$ cat src/rtl/layernorm_var.sv
// Streaming mean/variance accumulator for layer normalisation over N = 2**LOGN elements.
// Define LNVAR_EPS_EN to add EPS (in LSBs) to the variance before saturation.
module layernorm_var #(
    parameter int IL   = 4,
    parameter int FL   = 16,
    parameter int LOGN = 6,
    parameter int EPS  = 10
) (
    input  logic                 clk,
    input  logic                 reset,
    input  logic [IL+FL-1:0]     in,
    input  logic                 in_valid,
    output logic                 in_ready,
    input  logic                 output_taken,
    output logic [IL+FL-1:0]     mean_out,
    output logic [IL+FL-1:0]     var_out,
    output logic                 out_valid,
    output logic [1:0]           state
);
    localparam int W  = IL + FL;
    localparam int N  = 1 << LOGN;
    localparam int SW = W + LOGN;
    localparam int QW = 2 * W + LOGN;
    localparam int DW = 2 * W + 2;
    localparam int VW = DW - FL + 1;

`ifdef LNVAR_EPS_EN
    localparam logic EPS_ON = 1'b1;
`else
    localparam logic EPS_ON = 1'b0;
`endif

    typedef enum logic [1:0] {
        IDLE  = 2'b00,
        ACCUM = 2'b01,
        CALC  = 2'b10,
        OUT   = 2'b11
    } state_t;

    state_t                 state_reg, state_next;
    logic signed [SW-1:0]   sum_reg;
    logic [QW-1:0]          sumsq_reg;
    logic [LOGN:0]          count_reg;
    logic                   calc_phase_reg;
    logic signed [W-1:0]    mean_reg;
    logic [2*W-1:0]         msq_reg;

    logic                   accept;
    logic                   last_elem;
    logic signed [W-1:0]    x_s;
    logic signed [2*W-1:0]  sq_s;
    logic signed [2*W-1:0]  mm_s;
    logic signed [DW-1:0]   d;
    logic [DW-1:0]          d_pos;
    logic [VW-1:0]          v_ext;
    logic [VW-1:0]          v_fin;
    logic [W-1:0]           var_sat;
    logic                   unused_bits;

    assign in_ready  = (state_reg == IDLE) || (state_reg == ACCUM);
    assign accept    = in_valid && in_ready;
    assign last_elem = accept && (count_reg == (LOGN+1)'(N - 1));
    assign out_valid = (state_reg == OUT);
    assign state     = state_reg;

    always_comb begin
        state_next = state_reg;
        case (state_reg)
            IDLE: begin
                if (last_elem)
                    state_next = CALC;
                else if (accept)
                    state_next = ACCUM;
            end
            ACCUM: begin
                if (last_elem)
                    state_next = CALC;
            end
            CALC: begin
                if (calc_phase_reg)
                    state_next = OUT;
            end
            OUT: begin
                if (output_taken)
                    state_next = IDLE;
            end
            default: state_next = IDLE;
        endcase
    end

    always_ff @(posedge clk) begin
        if (reset)
            state_reg <= IDLE;
        else
            state_reg <= state_next;
    end

    assign x_s  = $signed(in);
    assign sq_s = x_s * x_s;

    // Second CALC cycle: variance = E[x^2] - mean^2, clamped at zero, then scaled and saturated.
    assign mm_s        = mean_reg * mean_reg;
    assign d           = $signed({2'b00, msq_reg}) - $signed({2'b00, mm_s});
    assign d_pos       = d[DW-1] ? '0 : d;
    assign v_ext       = {1'b0, d_pos[DW-1:FL]};
    assign v_fin       = v_ext + (EPS_ON ? VW'(EPS) : '0);
    assign var_sat     = (|v_fin[VW-1:W]) ? '1 : v_fin[W-1:0];
    assign unused_bits = ^d_pos[FL-1:0];

    always_ff @(posedge clk) begin
        if (reset) begin
            sum_reg        <= '0;
            sumsq_reg      <= '0;
            count_reg      <= '0;
            calc_phase_reg <= 1'b0;
            mean_reg       <= '0;
            msq_reg        <= '0;
            mean_out       <= '0;
            var_out        <= '0;
        end else begin
            case (state_reg)
                IDLE, ACCUM: begin
                    if (accept) begin
                        sum_reg   <= sum_reg + {{LOGN{in[W-1]}}, in};
                        sumsq_reg <= sumsq_reg + {{LOGN{1'b0}}, sq_s};
                        count_reg <= count_reg + 1'b1;
                    end
                end
                CALC: begin
                    // First cycle registers the floor-divided sums so the squaring has a full cycle.
                    if (!calc_phase_reg) begin
                        mean_reg       <= sum_reg[SW-1:LOGN];
                        msq_reg        <= sumsq_reg[QW-1:LOGN];
                        calc_phase_reg <= 1'b1;
                    end else begin
                        mean_out       <= mean_reg;
                        var_out        <= var_sat;
                        calc_phase_reg <= 1'b0;
                    end
                end
                OUT: begin
                    if (output_taken) begin
                        sum_reg   <= '0;
                        sumsq_reg <= '0;
                        count_reg <= '0;
                        mean_out  <= '0;
                        var_out   <= '0;
                    end
                end
                default: ;
            endcase
        end
    end
endmodule

$ cat config.mk
export PLATFORM = sky130hd
export DESIGN_NAME = layernorm_var
export DESIGN_NICKNAME = d
export VERILOG_FILES = /design/src/rtl/layernorm_var.sv
export SDC_FILE = /design/constraint.sdc
export NUM_CORES = 2
export LEC_CHECK = 0
export CAP_MARGIN = 15
export CORE_AREA = 2 2 294 296
export DETAILED_ROUTE_END_ITERATION = 10
export DIE_AREA = 0 0 296 298
export GPL_TIMING_DRIVEN = 1
export PLACE_DENSITY = 0.68
export SLEW_MARGIN = 20
export SYNTH_ARGS = -nofsm -noshare
export SYNTH_HDL_FRONTEND = slang
export SYNTH_SLANG_ARGS = --single-unit
$ cat constraint.sdc
create_clock -name clk -period 14 [get_ports clk]
set_clock_uncertainty 0.2 [all_clocks]
set_input_delay 2.8 -clock clk [delete_from_list [all_inputs] [get_ports clk]]
set_output_delay 2.8 -clock clk [all_outputs]
set_load 0.05 [all_outputs]
# Yosys cells after proc, flatten, opt, wreduce, memory -nomap -nowiden
# Cells that the tools add are included.
# op_classes
n_addsub	4
n_mux	23
bitwise	1
eq_ne	9
n_reduce_logical	12
n_mul	2
# ops
op	n
$mux 46	2
$pmux 46 s2	1
$mul 20x20->40	2
$mux 20	4
$pmux 20 s2	2
$mux 26	2
$pmux 26 s2	1
$add 46x40->46	1
$mux 41	1
$sub 40x40->41	1
$add 26x26->26	1
$mux 7	2
$pmux 7 s2	1
$mux 2	5
$ne 2x2->1 const B	4
$pmux 2 s4	1
$add 7x1->7 const B	1
$eq 7x6->1 const B	1
$reduce_and 3->1	2
$reduce_or 6->1	1
$eq 2x2->1 const B	2
$reduce_and 4->1	1
$reduce_bool 2->1	2
$ne 3x3->1 const B	1
other kinds (8)	9
# totals
inputBits	24
word_cells	60
output_inout_bits	44
ff_bits	182

# Longest topological paths before layout
# logic_depth
ltp_word	7
mapped_depth	42
depth_no_buf	38

# Least setup slack after synthesis
# OpenSTA, ideal clock, no wires.
# synth_timing
path_kind	input to register
from	input in[16]
to	register sumsq_reg[37]
setup_ns	0.129
arrival_time_ns	11.186
required_time_ns	13.671
slack_ns	2.485
cell_stages	36
n_path_buf	3
cell_sequence	clkbuf_1 clkbuf_1 nand2_1 fa_1 inv_1 fa_1 inv_1 fa_1 inv_1 fa_1 inv_1 fa_1 inv_1 fa_1 inv_1 fa_1 inv_1 ha_1 nand4_1 or4b_1 a2111o_1 and2_1 o21ai_0 o21ai_0 a22oi_1 ha_1 clkbuf_1 a21o_1 a21o_1 a21o_1 a221oi_1 nand2_1 a221o_1 a21oi_1 xor2_1 o21ai_0
# synth_via
elab_chain_len	4
# synth_rtl
item	line_no	text
start, declared	11	input logic [IL+FL-1:0] in,
$mul 20x20->40	99	assign sq_s = x_s * x_s;
$add 46x40->46	125	sumsq_reg <= sumsq_reg + {{LOGN{1'b0}}, sq_s};
$mux 46	123	if (accept) begin
$pmux 46 s2	121	case (state_reg)
end signal, assigned	125	
end, declared	42	logic [QW-1:0] sumsq_reg;
# No other way between the ends. The select of a mux whose other input is x is not followed.
# A chain may end at the register's enable or synchronous reset.

# Worst setup path in the final report
# layout_timing
from	input in[4]
to	register sumsq_reg[45]
# Same word-level chain as after synthesis.

==> results.toml <==
[logic_synthesis]
synth-simple-area-share_pct = 12.85
synth_top_area_cell = "fa_1"
syn_nets = 5365
yosysWarnings = 0
synth_edf_count = 0
synth_top_area_share_pct = 40.77
synthTopCellsByCount = "inv_1, fa_1, nand2_1"
synthAdderAreaFrac_pct = 51.13
synth_area_leaders = "fa_1, ha_1, dfxtp_1"
synth_compound_area_share_pct = 11.38
synth_top_family_by_area = "adder cells"
async_flop_share_pct = 0
ys_seq_area_share_pct = 9.575
ys_types = 78
synth_mux_area_share_pct = 0.1973
synth-xor-area-share_pct = 4.005
syn-cell-area_um2 = 38050
syn_avg_cell_area_um2 = 8.952
synth-seq-cells = 182
netlist_instances = 4251
yosysMostFrequentCell = "inv_1"
ys.flop_type = "dfxtp_1"

[critical_path]
path_common_cell = "fa_1"
end_kind = "register"
path_max_fanout = 17
arrival_ns = 12.59
cp-start-kind = "input port"
crit_buf_inv = 7
required_ns = 14.22
worst_path_max_delay_cell = "or4b_1"
cp_top_family = "adder cells"
cpPeakStageDelay_ns = 0.62
criticalPathCategory = "input port to register"

[worst_hold_path]
hold_path.class = "register to register"

[global_routing]
track_usage_pct = 22.51
grt_antenna_before_repair = 0
first_global_vias = 30030
grt_pass1_wl_mm = 158.0
grt_start_max_net_pins = 80
grt-ovfl-total = 0

[finish]
fill_cells = 8041
syn_to_final_growth_pct = 6.566
antenna_cells = 0
post-route-util_pct = 47.78
final_cells = 5391
finalNetCount = 5348
largest_reg_flops = 46
drive_above_1_share_pct = 2.849
final_area_um2 = 40550
multi_input_area_um2 = 30300
final-seq-area_um2 = 3643

[placed_design]
post_dp_cell_area_um2 = 39960
place_hpwl_mm = 75.52
port_buffers = 67
gp_congestion = 0.9079
dpl.cell_count = 5359

[die]
die_area_um2 = 88210
ios = 68
fp.dieH_um = 298
start_util_pct = 44.83
die_x_um = 296
core-area_um2 = 84880
rows = 107

[run_status]
status = "finished, final reports clean"

[clocking]
cts_tree = "done"
clock_latency_ns = 0.48
cts_resized = 0
cts-buffers-inserted = 17
clockRootBuffer = "clkbuf_16"
cts_hold_buf = 0
cts.sinks = 182
path_clk_slew_ns = 0.08
cts.htree.levels = 4
clockBufferDepth = 2
post_cts_buffers = 0

[sta]
fin_tns_setup_ns = 0
max_freq_mhz = 80.86
finalHoldViolCount = 0
grt_setup_unrepaired = "false"
drv_slew = 0
fin_crit_ns = 12.37
relSlewSlack_pct = 28.62
worstMarginPinSlew_ns = 1.071
final-setup-viol-count = 0
finalCritPeriodShare_pct = 88.34

[detailed_routing]
via_per_inst = 5.238
wire_per_inst_um = 17.27
first_pass_iters = 7
ant_nets = 0
drtIter0Drc = 1941
drcViolationCount = 0
via_count = 28240
routed_wirelength_mm = 93.12

[flow_run]
max_cap_violations = 0
==> cell usage in the layout, fill, tap and decap left out, types with 18 or more instances in the layout <==
master           instances
a221o_1                 23
clkdlybuf4s50_1         65
nor3_1                  51
ha_1                   314
and2_1                 153
xnor2_1                109
nand3_1                 36
a211oi_1                19
nand2b_1                33
nor2b_1                 23
nor3b_1                 20
inv_1                  938
o21a_1                  24
nand4_1                 18
fa_1                   775
o21ai_0                 84
a22oi_1                 29
o21bai_1                22
nand2_1                430
and3_1                  19
buf_4                   52
a21oi_1                236
xor2_1                  65
nor2_1                 205
dfxtp_1                182
a31oi_1                 18
a21o_1                  97
==> cell families after synthesis <==
family | Yosys count
adder cells (fa/ha/maj) | 1090
XOR/XNOR | 174
other | 2
AND/OR/NAND/NOR | 1043
multiplexers | 7
buffers and inverters | 1095
flip-flops | 182
AO/OA/AOI/OAI | 658
==> cell type report <==
| class | count | share of cell area (%) |
|---|---|---|
| inverters | 941 | 8.710 |
| multi-input cells | 2974 | 74.72 |
| repair buffers | 118 | 2.579 |
| flip-flops and latches | 182 | 8.985 |
| clock inverters | 14 | 0.3980 |
| well taps | 1144 | 3.530 |
| clock buffers | 18 | 1.083 |
==> worst paths after layout <==
path / startpoint / to / slack [ns] / depth (start not counted)
setup reg to reg: mean_reg[19] / var_out[9] / 2.60 / 31
hold / removal: mean_reg[14] / mean_reg[14] / 0.26 / 2
hold reg to reg: mean_reg[14] / mean_reg[14] / 0.26 / 2
setup / recovery: in[4] / sumsq_reg[45] / 1.63 / 34
==> per-layer routing <==
layer | track usage [%] | vias to the layer above | share of wire (%) | wire length [µm]
met5 | 0 | - | 0 | 0
met4 | 5.736 | 0 | 2.3 | 2182
met3 | 2.865 | 139 | 5.4 | 5035
met2 | 37.80 | 753 | 48 | 44990
met1 | 30.74 | 14140 | 44 | 40900
li1 | - | 13200 | - | -
==> through the flow <==
step	setup slack (ns)	hold WS, ns
after floorplan	2.485	0.2365
after global placement	1.220	0.2430
after detailed placement	1.039	0.2498
after CTS	1.567	0.2595
after global routing	1.075	0.2826
final	1.633	0.2588
==> worst register-to-register path: cells and delay by family, from the launching register on <==
family	cells	cell delay, ns
buffers and inverters	6	0.75
AOI/OAI and AO/OA	9	3.49
and+or+nand+nor	7	1.16
adders and majority gates	9	4.94
DFF	1	0.80
Power is left out: the tool's default activity adds up to more than one toggle a clock period on the data nets, which glitch-free logic cannot reach.
==> RTL edit: new RTL, config.mk and constraints unchanged <==
Build with the macro `LNVAR_EPS_EN` defined.
--- a/src/rtl/layernorm_var.sv
+++ b/src/rtl/layernorm_var.sv
@@ -2,2 +2,4 @@
 // Define LNVAR_EPS_EN to add EPS (in LSBs) to the variance before saturation.
+`define LNVAR_EPS_EN
+
 module layernorm_var #(
Check against the original RTL: same outputs for any inputs over 4 cycles, from zero or initial values and one cycle with reset high; that may be too few to reach the edited logic, so the function may still have changed.
==> RTL edit against the unedited design <==
  * Worst setup slack worse by 0.011 ns
  * Routed wire length is 2.3% higher
  * Sequential cell count stayed put
  * Design area up 1.1%
  * Non-clock buffer count increased by 13
  * Sequential share of layout area shrank 0.095 points
  * Largest cell class unchanged
  * Register-to-register slack got worse by 0.98 ns
  * Critical path type is now reg2reg
  * Area after synthesis grew 0.60%
Power is left out: the tool's default activity adds up to more than one toggle a clock period on the data nets, which glitch-free logic cannot reach.
==> RTL edit: results (changes against the unedited design) <==
h-tree-depth: 4  # unchanged
clockRootBuffer: "clkbuf_16"
grt_pass1_vias: 30150  # +0.40%
dpl.hpwl_um: 77340  # +2.4%
synth.distinct_cells: 78  # unchanged
grt_max_degree: 75  # -6.3%
hold_depth: 2  # unchanged
grt_pass1_wl_um: 158800  # +0.53%
worstHoldStart: "mean_reg[0]$_SDFFE_PP0P_"
largest_reg_flops: 46  # unchanged
max_stage_delay_ns: 1.08  # +0.46 ns
drive_gt1_share_pct: 3.410  # +0.56 points
critPathArrivalTime_ns: 12.58  # about the same
hold_path.class: "reg2reg"
fillCellCount: 8080  # +0.49%
synth_edf_count: 0  # unchanged
cpMaxStageDelayCell: "dfxtp_1"
synth_ff_type: "dfxtp_1"
post_cts.repair.setup_buffers: 0  # unchanged
async_flop_share_pct: 0  # unchanged
rr_endpoint: "var_out[19]$_SDFFE_PP0P_"
place_congestion: 0.9243  # +1.8%
drtIter0Drc: 1841  # -5.2%
synth_common_cells: "884 x inv_1, 773 x fa_1, 425 x nand2_1"
clkTransAtPathRegs_ns: 0.09
ys_warn_count: 0  # unchanged
worstPathMaxFanout: 20  # +3
antenna_found_initial: 2  # +2
ys_seq_area_share_pct: 9.517  # -0.058 points
grtUsageTotal_pct: 22.84  # +0.33 points
r2r_slack_ns: 1.62  # -0.98 ns
via_count: 28720  # +1.7%
clock_path_buffers: 2  # unchanged
r2r-start: "mean_reg[7]$_SDFFE_PP0P_"
portBuffers: 67  # unchanged
drtPass1Iterations: 5  # -2
r2r_cells: 41  # +32%
insertion_delay_ns: 0.52  # +0.04 ns
synth_top_cell_by_area: "fa_1"
cts-resized-gates: 0  # unchanged
whs_endpoint: "mean_reg[0]$_SDFFE_PP0P_"
cts_inserted_buffers: 17  # unchanged
status: "finished, final reports clean"
ys_top_cells_by_area: "fa_1 40%, ha_1 10%, dfxtp_1 9.5%"
drt-wirelength-per-cell_um: 17.55  # +1.6%
max_slew.worst_pin.slew_ns: 1.146  # +0.07473 ns
nets: 5386  # +0.71%
-- RTL edit: cell families after synthesis --
kind of cell             share of synthesized area, %
buffers and inverters                           10.14
XOR/XNOR                                        4.484
multiplexers                                   0.2222
AO/OA/AOI/OAI                                   11.16
AND/OR/NAND/NOR                                 13.58
adder cells (fa/ha/maj)                         50.88
other                                         0.01962
flip-flops                                      9.517
-- RTL edit: worst max-delay path by stage --
stage | startpoint | endpoint | cells past startpoint
finish | mean_reg[7]$_SDFFE_PP0P_ | var_out[19]$_SDFFE_PP0P_ | 41
floorplan | in[6] | sumsq_reg[39]$_SDFFE_PP0P_ | 39
detailed placement | in[9] | sumsq_reg[41]$_SDFFE_PP0P_ | 36
global route | mean_reg[7]$_SDFFE_PP0P_ | var_out[17]$_SDFFE_PP0P_ | 41
global placement | in[9] | sumsq_reg[41]$_SDFFE_PP0P_ | 32
CTS | in[9] | sumsq_reg[41]$_SDFFE_PP0P_ | 32
-- RTL edit: critical path: cells and delay by family (launching register included) --
kind	cells	cell delay (ns)
adder cells (fa/ha/maj)	10	4.45
AO/OA/AOI/OAI	15	3.41
AND/OR/NAND/NOR	8	1.97
flip-flops	1	1.08
buffers and inverters	7	0.91
XOR/XNOR	1	0.25
-- RTL edit: layout make-up --
| cell class | instances | area [um2] | share of cell area [%] |
|---|---|---|---|
| Multi-Input combinational cell | 3051 | 30790 | 75.13 |
| Sequential cell | 182 | 3643 | 8.890 |
| Inverter | 886 | 3326 | 8.114 |
| Tap cell | 1144 | 1431 | 3.492 |
| Timing Repair Buffer | 131 | 1149 | 2.802 |
| Clock buffer | 17 | 425.4 | 1.038 |
| Clock inverter | 15 | 215.2 | 0.5251 |
| Antenna cell | 2 | 5.005 | 0.01221 |
-- RTL edit: through the flow --
stage	hold WS (ns)	std cells	setup WS, ns	instance area, um2	utilization (%)
floorplan	0.2313	4265	2.726	38280	-
global placement	0.2455	5394	1.213	40330	47.52
detailed placement	0.2466	5394	1.196	40330	47.52
CTS	0.2585	5426	1.719	40970	48.27
global route	0.2829	5426	0.9401	40980	48.28
finish	0.2562	5428	1.621	40990	48.29
-- RTL edit: per-layer routing --
layer	wire, um	GRT usage (%)	up-vias
met2	45240	37.65	750
met1	42430	31.70	14480
met5	8	0	-
met4	2262	6.361	2
met3	5309	2.738	119
li1	-	-	13380
